## config.mk

```make
export PLATFORM = sky130hd
export DESIGN_NAME = idp_enc_11_seq_flat
export DESIGN_NICKNAME = d
export VERILOG_FILES = /design/src/rtl/idp_enc_11_seq_if.sv /design/src/rtl/idp_enc_11_seq.sv /design/src/flat_wrapper.sv
export SDC_FILE = /design/constraint.sdc
export NUM_CORES = 1
export LEC_CHECK = 0
export ABC_AREA = 1
export ABC_CLOCK_PERIOD_IN_PS = 4500
export CAP_MARGIN = 20
export CORE_AREA = 2 2 69 65
export CTS_BUF_LIST = sky130_fd_sc_hd__clkbuf_4
export DETAILED_ROUTE_END_ITERATION = 16
export DIE_AREA = 0 0 71 67
export PLACE_DENSITY = 0.91
export SLEW_MARGIN = 0
export SYNTH_ARGS = -nofsm -noshare
export SYNTH_HDL_FRONTEND = slang
export SYNTH_SLANG_ARGS = --single-unit
```

## constraint.sdc

```tcl
create_clock -name clk -period 4.5 [get_ports clk]
set_input_delay 0.675 -clock clk [delete_from_list [all_inputs] [get_ports clk]]
set_output_delay 0.675 -clock clk [all_outputs]
set_load 0.02 [all_outputs]
```

## src/rtl/idp_enc_11_seq_if.sv

```systemverilog
// Handshake bundle between the data source, the 11-bit FNS encoder
// and the downstream 11-bit decoder stage.
`ifndef IBLEN11
`define IBLEN11 10
`endif

interface idp_enc_11_seq_if;
  logic                in_valid;
  logic                in_ready;
  logic [`IBLEN11-1:0] datain;
  logic                out_valid;
  logic                out_ready;
  logic [10:0]         codeout;
  logic                ovf;

  modport master (
    output in_valid,
    output datain,
    output out_ready,
    input  in_ready,
    input  out_valid,
    input  codeout,
    input  ovf
  );

  modport slave (
    input  in_valid,
    input  datain,
    input  out_ready,
    output in_ready,
    output out_valid,
    output codeout,
    output ovf
  );
endinterface

```

## src/rtl/idp_enc_11_seq.sv

```systemverilog
// Sequential greedy encoder: binary word -> Mosaic 11-bit FNS codeword,
// one weight tried per clock, result held until the consumer takes it.
`ifndef IBLEN11
`define IBLEN11 10
`endif
`ifndef FNS01
`define FNS01 1
`endif
`ifndef FNS02
`define FNS02 2
`endif
`ifndef FNS03
`define FNS03 3
`endif
`ifndef FNS04
`define FNS04 5
`endif
`ifndef FNS05
`define FNS05 8
`endif
`ifndef FNS06
`define FNS06 13
`endif
`ifndef FNS07
`define FNS07 21
`endif
`ifndef FNS08
`define FNS08 34
`endif
`ifndef FNS09
`define FNS09 55
`endif
`ifndef FNS10
`define FNS10 89
`endif
`ifndef FNS11
`define FNS11 144
`endif

module idp_enc_11_seq (
  input logic             clk,
  input logic             rst,
  idp_enc_11_seq_if.slave bus
);
  localparam int W = `IBLEN11;

  typedef enum logic [1:0] {
    IDLE = 2'd0,
    RUN  = 2'd1,
    DONE = 2'd2
  } state_t;

  state_t         r_state;
  state_t         w_nxt;
  logic [W-1:0]   r_rem;
  logic [10:0]    r_code;
  logic [3:0]     r_step;
  logic           r_ovf;

  logic [W-1:0]   w_wt;
  logic [W-1:0]   w_diff;
  logic [W-1:0]   w_rem_nxt;
  logic [10:0]    w_mask;
  logic           w_take;
  logic           w_last;
  logic           w_in_ready;
  logic           w_out_valid;

  // Step order tries the duplicated top weight twice before bit10.
  always_comb begin
    w_wt   = '0;
    w_mask = '0;
    unique case (r_step)
      4'd0: begin
        w_wt   = W'(`FNS11);
        w_mask = 11'b010_0000_0000;
      end
      4'd1: begin
        w_wt   = W'(`FNS11);
        w_mask = 11'b001_0000_0000;
      end
      4'd2: begin
        w_wt   = W'(`FNS10);
        w_mask = 11'b100_0000_0000;
      end
      4'd3: begin
        w_wt   = W'(`FNS08);
        w_mask = 11'b000_1000_0000;
      end
      4'd4: begin
        w_wt   = W'(`FNS07);
        w_mask = 11'b000_0100_0000;
      end
      4'd5: begin
        w_wt   = W'(`FNS06);
        w_mask = 11'b000_0010_0000;
      end
      4'd6: begin
        w_wt   = W'(`FNS05);
        w_mask = 11'b000_0001_0000;
      end
      4'd7: begin
        w_wt   = W'(`FNS04);
        w_mask = 11'b000_0000_1000;
      end
      4'd8: begin
        w_wt   = W'(`FNS03);
        w_mask = 11'b000_0000_0100;
      end
      4'd9: begin
        w_wt   = W'(`FNS02);
        w_mask = 11'b000_0000_0010;
      end
      4'd10: begin
        w_wt   = W'(`FNS01);
        w_mask = 11'b000_0000_0001;
      end
      default: begin
        w_wt   = '0;
        w_mask = '0;
      end
    endcase
  end

  always_comb begin
    w_take    = (r_rem >= w_wt);
    w_diff    = r_rem - w_wt;
    w_rem_nxt = w_take ? w_diff : r_rem;
    w_last    = (r_step == 4'd10);
  end

  always_comb begin
    w_nxt       = r_state;
    w_in_ready  = 1'b0;
    w_out_valid = 1'b0;
    unique case (r_state)
      IDLE: begin
        w_in_ready = ~rst;
        if (bus.in_valid)
          w_nxt = RUN;
      end
      RUN: begin
        if (w_last)
          w_nxt = DONE;
      end
      DONE: begin
        w_out_valid = 1'b1;
        if (bus.out_ready)
          w_nxt = IDLE;
      end
      default: w_nxt = IDLE;
    endcase
  end

  assign bus.in_ready  = w_in_ready;
  assign bus.out_valid = w_out_valid;
  assign bus.codeout   = r_code;
  assign bus.ovf       = r_ovf;

  always_ff @(posedge clk) begin
    if (rst) begin
      r_state <= IDLE;
      r_rem   <= '0;
      r_code  <= '0;
      r_step  <= '0;
      r_ovf   <= 1'b0;
    end else begin
      r_state <= w_nxt;
      unique case (r_state)
        IDLE: begin
          if (bus.in_valid) begin
            r_rem  <= bus.datain;
            r_code <= '0;
            r_step <= '0;
            r_ovf  <= 1'b0;
          end
        end
        RUN: begin
          r_rem  <= w_rem_nxt;
          r_step <= r_step + 4'd1;
          if (w_take)
            r_code <= r_code | w_mask;
          // Anything left after the last weight was not representable.
          if (w_last)
            r_ovf <= (w_rem_nxt != '0);
        end
        DONE: begin
          r_rem <= r_rem;
        end
        default: begin
          r_rem <= '0;
        end
      endcase
    end
  end
endmodule

```

## src/flat_wrapper.sv

```systemverilog
// flat-port wrapper written by rule: the top's interface ports become plain ports
module idp_enc_11_seq_flat 
  (clk, rst, bus_in_valid, bus_datain, bus_out_ready, bus_in_ready, bus_out_valid, bus_codeout, bus_ovf);
  idp_enc_11_seq_if bus_i ();
  input logic clk;
  input logic rst;
  input wire logic [$bits(bus_i.in_valid)-1:0] bus_in_valid;
  input wire logic [$bits(bus_i.datain)-1:0] bus_datain;
  input wire logic [$bits(bus_i.out_ready)-1:0] bus_out_ready;
  output wire logic [$bits(bus_i.in_ready)-1:0] bus_in_ready;
  output wire logic [$bits(bus_i.out_valid)-1:0] bus_out_valid;
  output wire logic [$bits(bus_i.codeout)-1:0] bus_codeout;
  output wire logic [$bits(bus_i.ovf)-1:0] bus_ovf;
  assign bus_i.in_valid = bus_in_valid;
  assign bus_i.datain = bus_datain;
  assign bus_i.out_ready = bus_out_ready;
  assign bus_in_ready = bus_i.in_ready;
  assign bus_out_valid = bus_i.out_valid;
  assign bus_codeout = bus_i.codeout;
  assign bus_ovf = bus_i.ovf;
  idp_enc_11_seq u_core (.clk(clk), .rst(rst), .bus(bus_i));
endmodule
```

==> results.txt, run 1 <==
Run status: finished, final reports clean
Netlist cell types: 34
CP bufs+invs: 2
Internal: 625 uW
Hold path depth: 2
CP max FO: 13
Post-CTS sizing: 0
Antenna violations before repair: 0
Synth-to-layout area growth: 15.7%
Critical Path RT: 3.83 ns
Cell Rows: 22
First drt pass iteration count: 5
Post CTS Setup Buffer Count: 0
Top post-synthesis cells by area: dfxtp_1 37%, nand2_1 12%, ha_1 7.7%
CTS H-tree lvls: 2
Most used cell, CP: clkdlybuf4s50_1
Post-synth top cells: 76 x nand2_1, 45 x dfxtp_1, 44 x inv_1
Top Ports: 28
Fillers: 277
Diode count: 0
Max-slew headroom: 0.400
Startpoint types: primary input
Power Dens Cells: 330 nW/um2
PortBufs: 27
Initial core utilization: 0.608
Reg2Reg Depth: 12
Hold Path Class: flop to flop
Antenna Nets Post-Route: 0
Slew @ Worst Pin: 0.894 ns
Power after layout: 926 uW
Clock Latency Late Sink: 0.36 ns
DRC: 0
Clock power share: 0.276
Clk pin slew, worst setup/hold paths: 0.13 ns
Cell with the most instances after synthesis: nand2_1
Async S/R FF share, synth: 0
Crit path max-delay family: buffers and inverters
CTS Root Cell: clkbuf_4
Sequential Power Share: 0.461
Switching share of total power: 0.325
Largest net degree at the start of global routing: 17
Delay of the slowest cell on the worst path: 0.66 ns
Synth Register Bits: 45
Via count: 2195
Chip Width: 71 um
Seq/Total Area, Yosys: 0.371
Combinational share of power: 0.263
Synth Net Count: 367
Endpoints failing hold: 0
Sink Count: 45
Final HPWL DP: 4060 um
Synthesized instance count: 337
DR iter-0 viols: 190
Leakage: 1.29 nW
Post-synth EDFFs: 0
Worst endpoint data arrival time: 2.20 ns
Total gr overflow: 0
Vias in the first global route: 2058
Worst path depth: 3
Nets: 395
Core area: 3990 um2
Worst Setup End Kind: output port
First-pass GRT wire length: 9050 um
Gp weighted congestion: 0.927
Slowest cell on crit path: clkdlybuf4s50_1
Post-synth top area cell: dfxtp_1
Share of the synthesized area in the top cell type: 0.371
Syn Std Cell Area: 2430 um2
Final period utilization: 0.639
Setup violations, final: 0
Worst Path Class, Setup: primary input to output port
RSZ-0062 raised after global routing: no
Max Slew Vio Count: 0
Final WL: 5300 um
CTS tree: done
Synth warnings: 0
Clock period minus worst slack: 2.87 ns
Sw power: 301 uW
Hold-fix buffers at CTS: 0
Top FF cell, synth: dfxtp_1
Die ar.: 4760 um2
Post-route insts no fill: 414
Gr usage total: 0.241
WL per Instance: 12.8 um
Setup_tns: 0 ns
CTS Buffer Depth: 2
Max-cap viol count: 0
Ratio of cells with drive above 1 in the final layout: 0.0956
Final Skew: 0.0112 ns
Via density: 5.30
Setup slack, reg-to-reg: 1.83 ns
Hold slack: 0.479 ns
Placed Instances: 406
Maximum vdd drop: 0.000303 V
Max Fclk: 0.348 GHz
CTS Buf Count: 5
CP cell instances: clkdlybuf4s50_1 -> nor2_1 -> clkdlybuf4s50_1
Die H: 67 um
Syn_area_per_cell: 7.20 um2
layout make-up:
cell class                 instances  area [um2]  area share
timing repair buffer              27         270      0.0963
multi-input combinational        238        1310       0.467
tap                               48        60.1      0.0214
clock buffer                       5        37.5      0.0134
inverter                          48         180      0.0642
sequential                        45         901       0.321
clock inverter                     3        47.5      0.0169
kinds of logic (layout without fill, tap and decap cells):
group	Yosys count	in the layout	share of synthesized area
fa+ha+maj	16	16	0.0856
simple gates	166	166	0.323
buf+inv	54	83	0.0887
xor+xnor	4	4	0.0144
compound gates	52	52	0.118
flops	45	45	0.371
layout by cell type, fill, tap and decap left out:
master / netlist / routed
nand2_4: 1 / 1
ha_1: 15 / 15
clkdlybuf4s50_1: 0 / 27
nor2_2: 10 / 10
nor2_1: 39 / 39
nand3_4: 1 / 1
a221oi_1: 4 / 4
clkbuf_4: 0 / 5
nand4_4: 1 / 1
nor3_1: 2 / 2
o21ai_1: 3 / 3
nand3b_1: 4 / 4
dfxtp_1: 45 / 45
a21oi_2: 1 / 1
nor2_4: 3 / 3
xnor2_1: 2 / 2
nand2_1: 76 / 76
a21oi_1: 33 / 33
nand4_1: 4 / 4
nand3_2: 1 / 1
nand3_1: 18 / 18
or2_0: 2 / 2
bufinv_16: 0 / 1
o21a_1: 1 / 1
inv_2: 4 / 4
or2_4: 1 / 1
inv_1: 44 / 44
inv_6: 0 / 2
nand2_2: 2 / 2
or2_2: 1 / 1
o21a_2: 1 / 1
o21ai_0: 9 / 9
fa_1: 1 / 1
xor2_1: 2 / 2
per-layer routing:
layer	part of all wire	vias to the layer above	global-route usage
met5	0	-	0
met4	0.011	0	0.0778
met3	0.050	7	0.0393
met2	0.47	57	0.410
met1	0.47	992	0.314
li1	-	1139	-
registers in the layout, summed over array words and instances (netlist names):
register / flops
u_core.bus.codeout: 11
u_core.r_rem: 10
u_core.w_mask: 10
u_core.w_wt: 7
u_core.r_step: 4
u_core.r_state: 2
u_core.bus.ovf: 1
tightest hold or removal path, cell delays in order, from the launching register on:
cell     delay, ns
dfxtp_1       0.33
a21oi_1       0.06
nor2_1        0.07
power groups by stage:
stage / Combinational, mW / Sequential [mW] / Clock (mW)
5_1_grt: 0.276 / 0.429 / 0.276
3_5_place_dp: 0.237 / 0.435 / 0
6_report: 0.244 / 0.427 / 0.255
3_3_place_gp: 0.230 / 0.434 / 0
2_1_floorplan: 0.186 / 0.433 / 0
4_1_cts: 0.240 / 0.426 / 0.259
stage by stage:
step / area [um2] / util / setup slack (ns)
after CTS: 2810 / 0.703 / 1.63
after global placement: 2720 / 0.682 / 1.70
final: 2810 / 0.703 / 1.63
after global routing: 2810 / 0.703 / 1.54
after floorplan: 2430 / - / 2.43
after detailed placement: 2720 / 0.682 / 1.64
final timing paths:
| path | start | to |
|---|---|---|
| hold / removal | u_core.w_mask[6] | u_core.bus.codeout[6] |
| hold reg to reg | u_core.w_mask[6] | u_core.bus.codeout[6] |
| setup / recovery | rst | bus_in_ready |
| setup reg to reg | u_core.r_rem[0] | u_core.bus.codeout[8] |
(Power assumes the default switching activity.)
==> run 2, diff against run 1 <==
--- a/config.mk
+++ b/config.mk
@@ -6,13 +6,13 @@
 export NUM_CORES = 1
 export LEC_CHECK = 0
 export ABC_AREA = 1
-export ABC_CLOCK_PERIOD_IN_PS = 4500
+export ABC_CLOCK_PERIOD_IN_PS = 2600
 export CAP_MARGIN = 20
-export CORE_AREA = 2 2 69 65
+export CORE_AREA = 2 2 76 70
 export CTS_BUF_LIST = sky130_fd_sc_hd__clkbuf_4
 export DETAILED_ROUTE_END_ITERATION = 16
-export DIE_AREA = 0 0 71 67
-export PLACE_DENSITY = 0.91
+export DIE_AREA = 0 0 78 72
+export PLACE_DENSITY = 0.82
 export SLEW_MARGIN = 0
 export SYNTH_ARGS = -nofsm -noshare
 export SYNTH_HDL_FRONTEND = slang
==> constraint.sdc (replaced) <==
create_clock -name clk -period 2.6 [get_ports clk]
set_input_delay 0.39 -clock clk [delete_from_list [all_inputs] [get_ports clk]]
set_output_delay 0.39 -clock clk [all_outputs]
set_load 0.02 [all_outputs]
==> run 2 against run 1 <==
Net effect:
- design area is 0.58% higher
- critical endpoint is now u_core.bus.ovf
- via count rose by 0.27%
- critical path type is now flop to flop
- combinational power up 74%
- register-to-register slack worse by 1.6 ns
==> results.txt, run 2 (synthesis results as in run 1) <==
Post-CTS sizing: 0 (unchanged)
Initial core utilization: 0.505 (was 0.608)
Hold path start: u_core.bus.codeout[6] (was u_core.w_mask[6])
Reg2Reg Depth: 16 (was 12)
Hold Path Class: flop to flop (unchanged)
Fillers: 469 (was 277)
Hold-fix buffers at CTS: 0 (unchanged)
Via count: 2201 (was 2195)
Setup_tns: 0 ns (unchanged)
Cell Rows: 24 (was 22)
Maximum vdd drop: 0.000372 V (was 0.000303 V)
Diode count: 0 (unchanged)
Max-slew headroom: 0.622 (was 0.400)
Final HPWL DP: 4230 um (was 4060 um)
Max reg flops: 11 (unchanged)
Placed Instances: 426 (was 406)
RSZ-0062 raised after global routing: no (unchanged)
Clock Latency Late Sink: 0.36 ns (about the same)
Synth-to-layout area growth: 16.3% (was 15.7%)
Hold path depth: 2 (unchanged)
Final WL: 5310 um (was 5300 um)
Crit path max-delay family: simple AND/OR/NAND/NOR gates (was buffers and inverters)
CTS H-tree lvls: 2 (unchanged)
Register area: 901 um2 (unchanged)
Footprint of the multi-input gates: 1320 um2 (was 1310 um2)
Worst slack at placement: 0.0584 ns (was 1.64 ns)
Core area: 4800 um2 (was 3990 um2)
Gr usage total: 0.201 (was 0.241)
CP bufs+invs: 3 (was 2)
Setup violations, final: 0 (unchanged)
CP max FO: 14 (was 13)
First-pass GRT wire length: 9200 um (was 9050 um)
Gp weighted congestion: 0.963 (was 0.927)
Chip Width: 78 um (was 71 um)
WL per Instance: 12.3 um (was 12.8 um)
Via density: 5.08 (was 5.30)
Leakage: 1.29 nW (about the same)
Run status: finished, final reports clean (unchanged)
Startpoint types: flop (was primary input)
Die ar.: 5620 um2 (was 4760 um2)
Commonest non-fill, non-tap cell in the layout: nand2_1 (unchanged)
DR iter-0 viols: 111 (was 190)
Most frequent cells in the layout: 76 x nand2_1, 45 x dfxtp_1, 44 x inv_1 (unchanged)
Worst endpoint data arrival time: 2.58 ns (was 2.20 ns)
Largest net degree at the start of global routing: 15 (was 17)
Antenna violations before repair: 0 (unchanged)
CTS tree: done (unchanged)
Reg2Reg Capture Point: u_core.bus.ovf (was u_core.bus.codeout[8])
Most used cell, CP: nand2_1 (was clkdlybuf4s50_1)
Slew @ Worst Pin: 0.567 ns (was 0.894 ns)
CTS Buf Count: 5 (unchanged)
Clock period minus worst slack: 2.32 ns
Critical Path RT: 2.86 ns (was 3.83 ns)
Clk pin slew, worst setup/hold paths: 0.13 ns (about the same)
Worst Setup End Kind: flop (was output port)
Reg-to-Reg Start: u_core.r_rem[0] (unchanged)
Post CTS Setup Buffer Count: 0 (unchanged)
Hold Path End: u_core.bus.codeout[6] (unchanged)
Total gr overflow: 0 (unchanged)
CP cell instances: inv_1 -> ha_1 -> inv_1 -> fa_1 -> nand2_1 -> nand2_1 -> nand3_4 -> nand4_4 -> inv_1 -> nand2_1 -> nand2_1 -> nand2_1 -> nor2_1 -> nand3_1 -> nand2_1 -> a21oi_1 (was clkdlybuf4s50_1 -> nor2_1 -> clkdlybuf4s50_1)
Nets: 398 (was 395)
Post-route insts no fill: 433 (was 414)
Worst Path Class, Setup: flop to flop (was primary input to output port)
Die H: 72 um (was 67 um)
Max Fclk: 0.431 GHz
Final WS setup: 0.278 ns (was 1.63 ns)
Power after layout: 1.50 mW (was 926 uW)
Ratio of cells with drive above 1 in the final layout: 0.103 (was 0.0956)
Final period utilization: 0.893
Slowest cell on crit path: fa_1 (was clkdlybuf4s50_1)
Sink Count: 45 (unchanged)
CTS Root Cell: clkbuf_4 (unchanged)
Power Dens Cells: 530 nW/um2 (was 330 nW/um2)
Antenna Nets Post-Route: 0 (unchanged)
Top Ports: 28 (unchanged)
Max-cap viol count: 0 (unchanged)
Final Skew: 0.0136 ns (was 0.0112 ns)
Delay of the slowest cell on the worst path: 0.41 ns (was 0.66 ns)
Max Slew Vio Count: 0 (unchanged)
Vias in the first global route: 2075 (was 2058)
Endpoints failing hold: 0 (unchanged)
Fin util: 0.588 (was 0.703)
Setup slack, reg-to-reg: 0.28 ns (was 1.83 ns)
CTS Buffer Depth: 2 (unchanged)
DRC: 0 (unchanged)
PortBufs: 27 (unchanged)
First drt pass iteration count: 4 (was 5)
[run 2: worst max path at each step]
stage	slack [ns]	from	cells past startpoint	to
2_1_floorplan	0.53	u_core.r_rem[0]	15	u_core.bus.ovf
3_3_place_gp	0.26	u_core.r_rem[0]	12	u_core.bus.codeout[0]
3_5_place_dp	0.06	u_core.r_rem[0]	12	u_core.bus.codeout[4]
4_1_cts	0.04	u_core.r_rem[0]	12	u_core.bus.codeout[4]
5_1_grt	0.06	u_core.r_rem[0]	16	u_core.bus.ovf
6_report	0.28	u_core.r_rem[0]	16	u_core.bus.ovf
[run 2: worst register-to-register path, delay by kind of cell (launching register included)]
family | cells | cell delay [ns]
AND/OR/NAND/NOR | 10 | 0.98
adder cells (fa/ha/maj) | 2 | 0.55
flip-flops | 1 | 0.32
buffers and inverters | 3 | 0.31
AO/OA/AOI/OAI | 1 | 0.05
[run 2: routing by layer]
layer,vias to the layer above,wire [um],GRT usage
met1,1002,2600,0.269
met3,14,218,0.0261
met5,-,0,0
met2,47,2370,0.337
li1,1138,-,-
met4,0,121,0.0682
[run 2: metrics by stage]
| step | area, um2 | hold WS [ns] |
|---|---|---|
| after floorplan | 2430 | 0.438 |
| after global placement | 2770 | 0.443 |
| after detailed placement | 2770 | 0.463 |
| after CTS | 2820 | 0.492 |
| after global routing | 2820 | 0.520 |
| final | 2820 | 0.482 |
[run 2: final cells by class]
class	count	share of cell area
Clock inverter	2	0.00576
Timing Repair Buffer	30	0.104
Tap cell	65	0.0288
Sequential cell	45	0.319
Multi-Input combinational cell	238	0.466
Clock buffer	5	0.0133
Inverter	48	0.0638
[run 2: report_power, final]
group / switching (mW) / total (mW) / internal, mW
Clock: 0.231 / 0.333 / 0.102
Sequential: 0.0209 / 0.739 / 0.718
Combinational: 0.265 / 0.424 / 0.159
